==> src/rtl/fifo_sync_param_if.sv <==
// Producer/consumer handshake bundle for fifo_sync_param.
// master = FIFO user (drives requests), slave = FIFO.
interface fifo_sync_param_if #(
  parameter int DATA_WIDTH = 16,
  parameter int DEPTH      = 8
);
  localparam int CW = $clog2(DEPTH + 1);

  logic                  wr_en;
  logic                  rd_en;
  logic [DATA_WIDTH-1:0] data_in;
  logic [DATA_WIDTH-1:0] data_out;
  logic                  data_valid;
  logic                  wr_ack;
  logic                  overflow;
  logic                  underflow;
  logic                  full;
  logic                  empty;
  logic                  almostfull;
  logic                  almostempty;
  logic [CW-1:0]         count;

  modport master (
    output wr_en, rd_en, data_in,
    input  data_out, data_valid, wr_ack, overflow, underflow,
           full, empty, almostfull, almostempty, count
  );

  modport slave (
    input  wr_en, rd_en, data_in,
    output data_out, data_valid, wr_ack, overflow, underflow,
           full, empty, almostfull, almostempty, count
  );
endinterface

==> src/rtl/fifo_sync_param.sv <==
// Parametrised single-clock FIFO, any DEPTH >= 2, with occupancy count and status strobes.
// Define FIFO_FWFT_EN for first-word-fall-through; default is registered 1-cycle read.
module fifo_sync_param #(
  parameter int DATA_WIDTH = 16,
  parameter int DEPTH      = 8,
  parameter int AF_THRESH  = DEPTH - 1,
  parameter int AE_THRESH  = 1
) (
  input  logic              clk,
  input  logic              rst,
  fifo_sync_param_if.slave  bus
);
  localparam int CW = $clog2(DEPTH + 1);
  localparam int AW = ($clog2(DEPTH) < 1) ? 1 : $clog2(DEPTH);

  logic [DATA_WIDTH-1:0] mem [DEPTH];
  logic [AW-1:0]         wr_ptr_q, wr_ptr_d, rd_ptr_q, rd_ptr_d;
  logic [CW-1:0]         count_q, count_d;
  logic                  wr_ack_q, overflow_q, underflow_q;
  logic                  full, empty, wr_acc, rd_acc;

  // Explicit wrap so non-power-of-2 depths index correctly.
  function automatic logic [AW-1:0] ptr_inc(input logic [AW-1:0] p);
    return (p == AW'(DEPTH - 1)) ? '0 : p + AW'(1);
  endfunction

  assign full   = (count_q == CW'(DEPTH));
  assign empty  = (count_q == '0);
  // A read at full frees the slot the write lands in.
  assign wr_acc = bus.wr_en & (~full | bus.rd_en);
  assign rd_acc = bus.rd_en & ~empty;

  always_comb begin
    wr_ptr_d = wr_acc ? ptr_inc(wr_ptr_q) : wr_ptr_q;
    rd_ptr_d = rd_acc ? ptr_inc(rd_ptr_q) : rd_ptr_q;
    count_d  = count_q;
    case ({wr_acc, rd_acc})
      2'b10:   count_d = count_q + CW'(1);
      2'b01:   count_d = count_q - CW'(1);
      default: count_d = count_q;
    endcase
  end

  always_ff @(posedge clk) begin
    if (wr_acc && !rst) mem[wr_ptr_q] <= bus.data_in;
  end

  always_ff @(posedge clk) begin
    if (rst) begin
      wr_ptr_q    <= '0;
      rd_ptr_q    <= '0;
      count_q     <= '0;
      wr_ack_q    <= 1'b0;
      overflow_q  <= 1'b0;
      underflow_q <= 1'b0;
    end else begin
      wr_ptr_q    <= wr_ptr_d;
      rd_ptr_q    <= rd_ptr_d;
      count_q     <= count_d;
      wr_ack_q    <= wr_acc;
      overflow_q  <= bus.wr_en & ~wr_acc;
      underflow_q <= bus.rd_en & ~rd_acc;
    end
  end

`ifdef FIFO_FWFT_EN
  assign bus.data_out   = mem[rd_ptr_q];
  assign bus.data_valid = ~empty & ~rst;
`else
  logic [DATA_WIDTH-1:0] data_out_q;
  logic                  data_valid_q;

  always_ff @(posedge clk) begin
    if (rst) begin
      data_out_q   <= '0;
      data_valid_q <= 1'b0;
    end else begin
      data_valid_q <= rd_acc;
      if (rd_acc) data_out_q <= mem[rd_ptr_q];
    end
  end

  assign bus.data_out   = data_out_q;
  assign bus.data_valid = data_valid_q;
`endif

  assign bus.wr_ack      = wr_ack_q;
  assign bus.overflow    = overflow_q;
  assign bus.underflow   = underflow_q;
  assign bus.count       = count_q;
  assign bus.full        = full;
  assign bus.empty       = empty;
  assign bus.almostfull  = (count_q >= CW'(AF_THRESH));
  assign bus.almostempty = (count_q <= CW'(AE_THRESH));
endmodule

==> src/flat_wrapper.sv <==
// flat-port wrapper written by rule: the top's interface ports become plain ports
module fifo_sync_param_flat 
#(
  parameter int DATA_WIDTH = 16,
  parameter int DEPTH      = 8,
  parameter int AF_THRESH  = DEPTH - 1,
  parameter int AE_THRESH  = 1
)
  (clk, rst, bus_wr_en, bus_rd_en, bus_data_in, bus_data_out, bus_data_valid, bus_wr_ack, bus_overflow, bus_underflow, bus_full, bus_empty, bus_almostfull, bus_almostempty, bus_count);
  fifo_sync_param_if #(.DATA_WIDTH(DATA_WIDTH), .DEPTH(DEPTH)) bus_i ();
  input  logic clk;
  input  logic rst;
  input wire logic [$bits(bus_i.wr_en)-1:0] bus_wr_en;
  input wire logic [$bits(bus_i.rd_en)-1:0] bus_rd_en;
  input wire logic [$bits(bus_i.data_in)-1:0] bus_data_in;
  output wire logic [$bits(bus_i.data_out)-1:0] bus_data_out;
  output wire logic [$bits(bus_i.data_valid)-1:0] bus_data_valid;
  output wire logic [$bits(bus_i.wr_ack)-1:0] bus_wr_ack;
  output wire logic [$bits(bus_i.overflow)-1:0] bus_overflow;
  output wire logic [$bits(bus_i.underflow)-1:0] bus_underflow;
  output wire logic [$bits(bus_i.full)-1:0] bus_full;
  output wire logic [$bits(bus_i.empty)-1:0] bus_empty;
  output wire logic [$bits(bus_i.almostfull)-1:0] bus_almostfull;
  output wire logic [$bits(bus_i.almostempty)-1:0] bus_almostempty;
  output wire logic [$bits(bus_i.count)-1:0] bus_count;
  assign bus_i.wr_en = bus_wr_en;
  assign bus_i.rd_en = bus_rd_en;
  assign bus_i.data_in = bus_data_in;
  assign bus_data_out = bus_i.data_out;
  assign bus_data_valid = bus_i.data_valid;
  assign bus_wr_ack = bus_i.wr_ack;
  assign bus_overflow = bus_i.overflow;
  assign bus_underflow = bus_i.underflow;
  assign bus_full = bus_i.full;
  assign bus_empty = bus_i.empty;
  assign bus_almostfull = bus_i.almostfull;
  assign bus_almostempty = bus_i.almostempty;
  assign bus_count = bus_i.count;
  fifo_sync_param #(.DATA_WIDTH(DATA_WIDTH), .DEPTH(DEPTH), .AF_THRESH(AF_THRESH), .AE_THRESH(AE_THRESH)) u_core (.clk(clk), .rst(rst), .bus(bus_i));
endmodule
==> config.mk <==
export PLATFORM = sky130hd
export DESIGN_NAME = fifo_sync_param_flat
export DESIGN_NICKNAME = d
export VERILOG_FILES = /design/src/rtl/fifo_sync_param_if.sv /design/src/rtl/fifo_sync_param.sv /design/src/flat_wrapper.sv
export SDC_FILE = /design/constraint.sdc
export NUM_CORES = 1
export LEC_CHECK = 0
export CAP_MARGIN = 5
export CELL_PAD_IN_SITES_DETAIL_PLACEMENT = 0
export CELL_PAD_IN_SITES_GLOBAL_PLACEMENT = 1
export CORE_MARGIN = 5
export CORE_UTILIZATION = 31
export DETAILED_ROUTE_END_ITERATION = 8
export PLACE_DENSITY = 0.58
export SYNTH_ARGS = -nofsm -noshare
export SYNTH_HDL_FRONTEND = slang
export SYNTH_SLANG_ARGS = --single-unit
==> constraint.sdc <==
create_clock -name clk -period 3.8 [get_ports clk]
set_input_delay 0.76 -clock clk [delete_from_list [all_inputs] [get_ports clk]]
set_output_delay 0.76 -clock clk [all_outputs]
set_load 0.02 [all_outputs]
==> results of run 1 <==
metrics by stage:
stage	util (%)	worst slack (ns)	cells	power, W
6_report	38.4	0.713	704	0.00457
5_1_grt	38.4	0.590	704	0.00478
4_1_cts	38.4	0.686	704	0.00463
3_5_place_dp	35.6	0.835	672	0.00310
3_3_place_gp	35.6	0.849	672	0.00309
2_1_floorplan	-	0.748	365	0.00276
flip-flops by register name, summed over array words and instances, names as in the netlist:
register,flops
u_core.rd_ptr_q,3
u_core.wr_ptr_q,3
u_core.bus.count,4
u_core.bus.data_out,16
u_core.mem,128
u_core.bus.wr_ack,1
u_core.bus.overflow,1
u_core.bus.underflow,1
u_core.bus.data_valid,1
cells in the final DEF (no fill, tap or decap), types with 2 or more instances in the layout:
cell             synthesis  layout
edfxtp_1               128     128
a21oi_1                  7       7
nand2b_1                 5       5
buf_4                    5      15
ha_1                     8       8
clkinv_4                 0       2
nand2_1                  7       7
clkinv_2                 0       3
mux2i_1                 66      66
nor2_2                   1       2
clkbuf_8                 0       3
dfxtp_1                 30      29
or3_1                    3       3
clkbuf_16                0      17
nor3_1                   4       2
xor2_1                   2       2
nand4b_1                 2       2
inv_1                    4       4
nor3_2                   0       2
a32o_1                  15      15
a22oi_1                 32      32
nor2_1                  13      12
clkinvlp_4               0       3
clkbuf_1                 5       3
or3b_1                   3       3
clkdlybuf4s50_1          0      47
nor2b_2                  0       2
worst reg2reg max path, cell delays in order (launching register included):
cell	delay [ns]
dfxtp_1	0.45
inv_1	0.07
ha_1	0.24
or3b_1	0.35
nand2_1	0.17
inv_1	0.10
ha_1	0.22
or4b_1	0.44
a21oi_1	0.18
xnor2_1	0.13
nor2_1	0.05
where the power goes:
part | internal [W] | switching, W
Sequential | 0.00197 | 0.0000912
Combinational | 0.000450 | 0.000532
Clock | 0.000887 | 0.000642
area by class of cell:
type / count / area [µm²]
Fill cell: 1813 / 11900
Sequential cell: 158 / 4450
Multi-Input combinational cell: 182 / 1530
Timing Repair Buffer: 62 / 583
Clock buffer: 23 / 478
Tap cell: 265 / 332
Clock inverter: 9 / 63.8
Inverter: 5 / 18.8
cells by family after synthesis:
group | count (synthesis)
AOI/OAI and AO/OA | 61
xor gates and xnor gates | 3
adders and majority gates | 8
buffers and inverters | 25
DFF | 158
muxes | 66
and+or+nand+nor | 44
metal layers:
layer | routed length, µm | vias up | share of wire (%) | track usage [%]
li1 | - | 1564 | - | -
met1 | 5650 | 1596 | 44 | 15.3
met2 | 5970 | 76 | 47 | 18.6
met3 | 828 | 26 | 6.5 | 3.88
met4 | 293 | 2 | 2.3 | 5.12
met5 | 13 | - | 0.10 | 0
worst min path at each step:
| stage | from | end | slack (ns) | cells past startpoint |
|---|---|---|---|---|
| finish | u_core.bus.data_out[10] | u_core.bus.data_out[10] | 0.46 | 1 |
| global route | u_core.bus.data_out[1] | u_core.bus.data_out[1] | 0.51 | 1 |
| CTS | u_core.bus.data_out[10] | u_core.bus.data_out[10] | 0.47 | 1 |
| detailed placement | u_core.bus.data_out[10] | u_core.bus.data_out[10] | 0.46 | 1 |
| global placement | u_core.bus.data_out[11] | u_core.bus.data_out[11] | 0.45 | 1 |
| floorplan | u_core.wr_ptr_q[0] | u_core.wr_ptr_q[0] | 0.46 | 2 |
==> flow_metrics.tcl, run 1 <==
set metrics [dict create \
    n_antenna_cell 0 \
    cts_made_buffers 17 \
    cp.depth 5 \
    synthSimpleGateAreaFrac_pct 3.87 \
    final_nets 454 \
    post_cts_resized 0 \
    grt_first_pass_wirelength_um 19700 \
    clkTransAtPathRegs_ns 0.06 \
    critical_path.max_fanout 6 \
    cp-start-kind "flop" \
    drc 0 \
    synth_common_cells "edfxtp_1, mux2i_1, a22oi_1" \
    yosysTopAreaCell "edfxtp_1" \
    critPathCaptureType "output pin" \
    syn_inst 365 \
    ys_seq_elements 158 \
    cts_hold_buffers 0 \
    avgSynthCellArea_um2 16.7 \
    synth-main-ff-cell "edfxtp_1" \
    max_freq_mhz 324 \
    syn-cell-area_um2 6100 \
    rsz0062_at_grt "false" \
    outcome "finished, final reports clean" \
    r2r_end "u_core.bus.count[3]" \
    io_pins 48 \
    finalCritPeriodShare_pct 81.2 \
    portBuffers 47 \
    finClkSkew_ns 0.00762 \
    cts_tree "yes" \
    final_antenna_net_count 0 \
    antenna_found_initial 1 \
    placed_area_um2 6910 \
    cellPowerDensity_nw_per_um2 613 \
    worst-path-buf-inv 3 \
    drive_gt1_share_pct 12.8 \
    synth_xor_xnor_area_share_pct 0.431 \
    grtUsageTotal_pct 11.9 \
    drv_slew 0 \
    setup_viol 0 \
    power.leakage_nw 2.41 \
    worstSkewPairLatency_ns 0.42 \
    ir_worst_vdd_uv 328 \
    synth_edf_count 128 \
    clock-sinks 158 \
    netlist.area_leader.share_pct 63.0 \
    finalHoldViolations 0 \
    area_delta_synth_final_pct 22.2 \
    r2r_slack_ns 1.26 \
    dr.pass1.iters 4 \
    die_area_um2 22600 \
    ys_seq_area_share_pct 72.8 \
    cts-htree-levels 4 \
    cp-startpoint "u_core.bus.count[1]" \
    via_per_inst 4.64 \
    dp_hpwl_um 7970 \
    synth_mux_area_share_pct 10.8 \
    cts_root_buffer "clkbuf_16" \
    first_global_vias 3465 \
    cp_data_required_time_ns 3.04 \
    hold_path.class "reg -> reg" \
    finalSetupTns_ns 0 \
    whs_ns 0.464 \
    coreArea_um2 19400 \
    arrival_ns 2.33 \
    start_util_pct 31.5 \
    die_w_um 150 \
    grt_max_degree 32 \
    die_y_um 150 \
    drt_iter0_markers 186 \
    grt_overflow 0 \
    drv_cap 0 \
    cp_top_family "buffers and inverters" \
    synth_top_family_by_area "multiplexers" \
    async_flop_share_pct 0 \
    max_stage_delay_ns 0.61 \
    relSlewSlack_pct 32.0 \
    clk_path_buf_depth 2 \
    synth.distinct_cells 35 \
    crit_end "bus_empty" \
    gp_congestion 0.724 \
    postCtsSetupBuffers 0 \
    r2r_start "u_core.bus.count[0]" \
    yosys_warnings 0 \
    synthAdderAreaFrac_pct 1.64 \
    crit_chain "inv_1 -> ha_1 -> or3b_1 -> inv_2 -> clkdlybuf4s50_1" \
    fin_area_um2 7460 \
    timing.final.crit_period_ns 3.09 \
    wl_um 12800 \
    path_class "reg -> out" \
    wl_per_cell_um 18.1 \
    synthTopCellsByArea "edfxtp_1, mux2i_1, dfxtp_1" \
    syn-num-nets 393 \
    row_count 51 \
    synth_compound_area_share_pct 8.06 \
    worstRegToRegCells 10 \
    vias 3264 \
    cp_slowest_cell "clkdlybuf4s50_1" \
    yosysMostFrequentCell "edfxtp_1" \
    worstMarginPinSlew_ns 1.02 \
]
(Power assumes the default switching activity.)
==> inputs of run 2 (changes only) <==
- PLACE_DENSITY: 0.58 -> 0.6
- clock period: 3.8 -> 2.75 ns (I/O delays scaled with it)
==> flow_metrics.tcl, run 2 (synthesis gave the netlist of run 1 again) <==
set metrics [dict create \
    outcome "finished, final reports clean" \
    path_class "reg -> out" \
    crit_chain "inv_1 -> ha_1 -> or3b_4 -> inv_2 -> dlygate4sd2_1" \
    wl_per_cell_um 18.2 \
    fin_util_pct 39.2 \
    timing.final.crit_period_ns 2.53 \
    hold_path.class "reg -> reg" \
    first_global_vias 3505 \
    postCtsSetupBuffers 0 \
    vias 3347 \
    gp_congestion 0.714 \
    relSlewSlack_pct 52.7 \
    final_nets 467 \
    cts_tree "yes" \
    portBuffers 47 \
    ir_worst_vdd_uv 415 \
    cts-htree-levels 4 \
    coreArea_um2 19400 \
    cts_hold_buffers 0 \
    grt_overflow 0 \
    drive_gt1_share_pct 14.6 \
    grt_max_degree 42 \
    row_count 51 \
    critPathCaptureType "output pin" \
    n_antenna_cell 0 \
    finalCritPeriodShare_pct 91.8 \
    cp-start-kind "flop" \
    critical_path.max_fanout 6 \
    max_stage_delay_ns 0.45 \
    power.leakage_nw 2.50 \
    drt_iter0_markers 231 \
    grt_first_pass_wirelength_um 20700 \
    antenna_found_initial 0 \
    clock-sinks 158 \
    finalHoldViolations 0 \
    setup_viol 0 \
    dr.pass1.iters 4 \
    mostFrequentLayoutCells "edfxtp_1, mux2i_1, clkdlybuf4s50_1" \
    die_w_um 150 \
    drv_slew 0 \
    final_antenna_net_count 0 \
    cp_top_family "buffers and inverters" \
    wl_um 13100 \
    die_y_um 150 \
    grtUsageTotal_pct 12.4 \
    area_delta_synth_final_pct 24.6 \
    finalSetupTns_ns 0 \
    r2r_slack_ns 0.35 \
    die_area_um2 22600 \
    cellPowerDensity_nw_per_um2 864 \
    worstMarginPinSlew_ns 0.709 \
    cp_slowest_cell "or3b_4" \
    layout.cells.most_common "edfxtp_1" \
    rsz0062_at_grt "false" \
    cts_made_buffers 17 \
    worst-path-buf-inv 3 \
    start_util_pct 31.5 \
    drc 0 \
    drv_cap 0 \
    finalPower_w 0.00657 \
    via_per_inst 4.67 \
    cts_root_buffer "clkbuf_16" \
    largest_reg_flops 128 \
    dp_hpwl_um 8480 \
    max_freq_mhz 396 \
    worstSkewPairLatency_ns 0.41 \
    finClkSkew_ns 0.00699 \
    io_pins 48 \
    clkTransAtPathRegs_ns 0.06 \
    clk_path_buf_depth 2 \
    cp_data_required_time_ns 2.20 \
    arrival_ns 1.98 \
    post_cts_resized 2 \
    top_register "u_core.mem" \
]
run 2: cell types whose count changed in the layout (fill, tap and decap cells not counted), sizes merged:
cell,delta
clkbuf,-2
buf,+13
inv,-1
bufinv,+3
dlygate4sd2,+1
clkdlybuf4s50,-1
run 2: routing by layer:
| layer | track usage, % | share of wire, % |
|---|---|---|
| met5 | 0 | 0 |
| met4 | 4.25 | 1.2 |
| met2 | 18.8 | 46 |
| met3 | 3.40 | 3.7 |
| met1 | 17.3 | 49 |
run 2: power by group:
group / internal [W] / switching, W / leakage (nW)
Clock: 0.00142 / 0.000891 / 0.277
Combinational: 0.000652 / 0.000685 / 0.817
Sequential: 0.00272 / 0.000197 / 1.40
Total: 0.00480 / 0.00177 / 2.50
run 2: layout make-up:
| cell class | count | area [µm²] |
|---|---|---|
| multi-input combinational | 182 | 1530 |
| fill | 1838 | 11800 |
| tap | 265 | 332 |
| clock inverter | 11 | 145 |
| inverter | 5 | 18.8 |
| sequential | 158 | 4450 |
| timing repair buffer | 75 | 692 |
| clock buffer | 21 | 440 |
run 2: worst paths after layout:
path	startpoint	to	depth (start not counted)
setup / recovery	u_core.bus.count[1]	bus_empty	5
hold / removal	u_core.bus.data_out[2]	u_core.bus.data_out[2]	1
setup reg to reg	u_core.bus.count[0]	u_core.bus.count[3]	10
hold reg to reg	u_core.bus.data_out[2]	u_core.bus.data_out[2]	1
run 2: stage by stage:
stage                     std cells  worst slack, ns  hold WS [ns]  area [µm²]
after floorplan                 365            0.125         0.465        6110
after global placement          685            0.174         0.461        7020
after detailed placement        685            0.174         0.461        7020
after CTS                       717            0.181         0.476        7600
after global routing            717           0.0889         0.492        7600
final                           717            0.224         0.471        7600
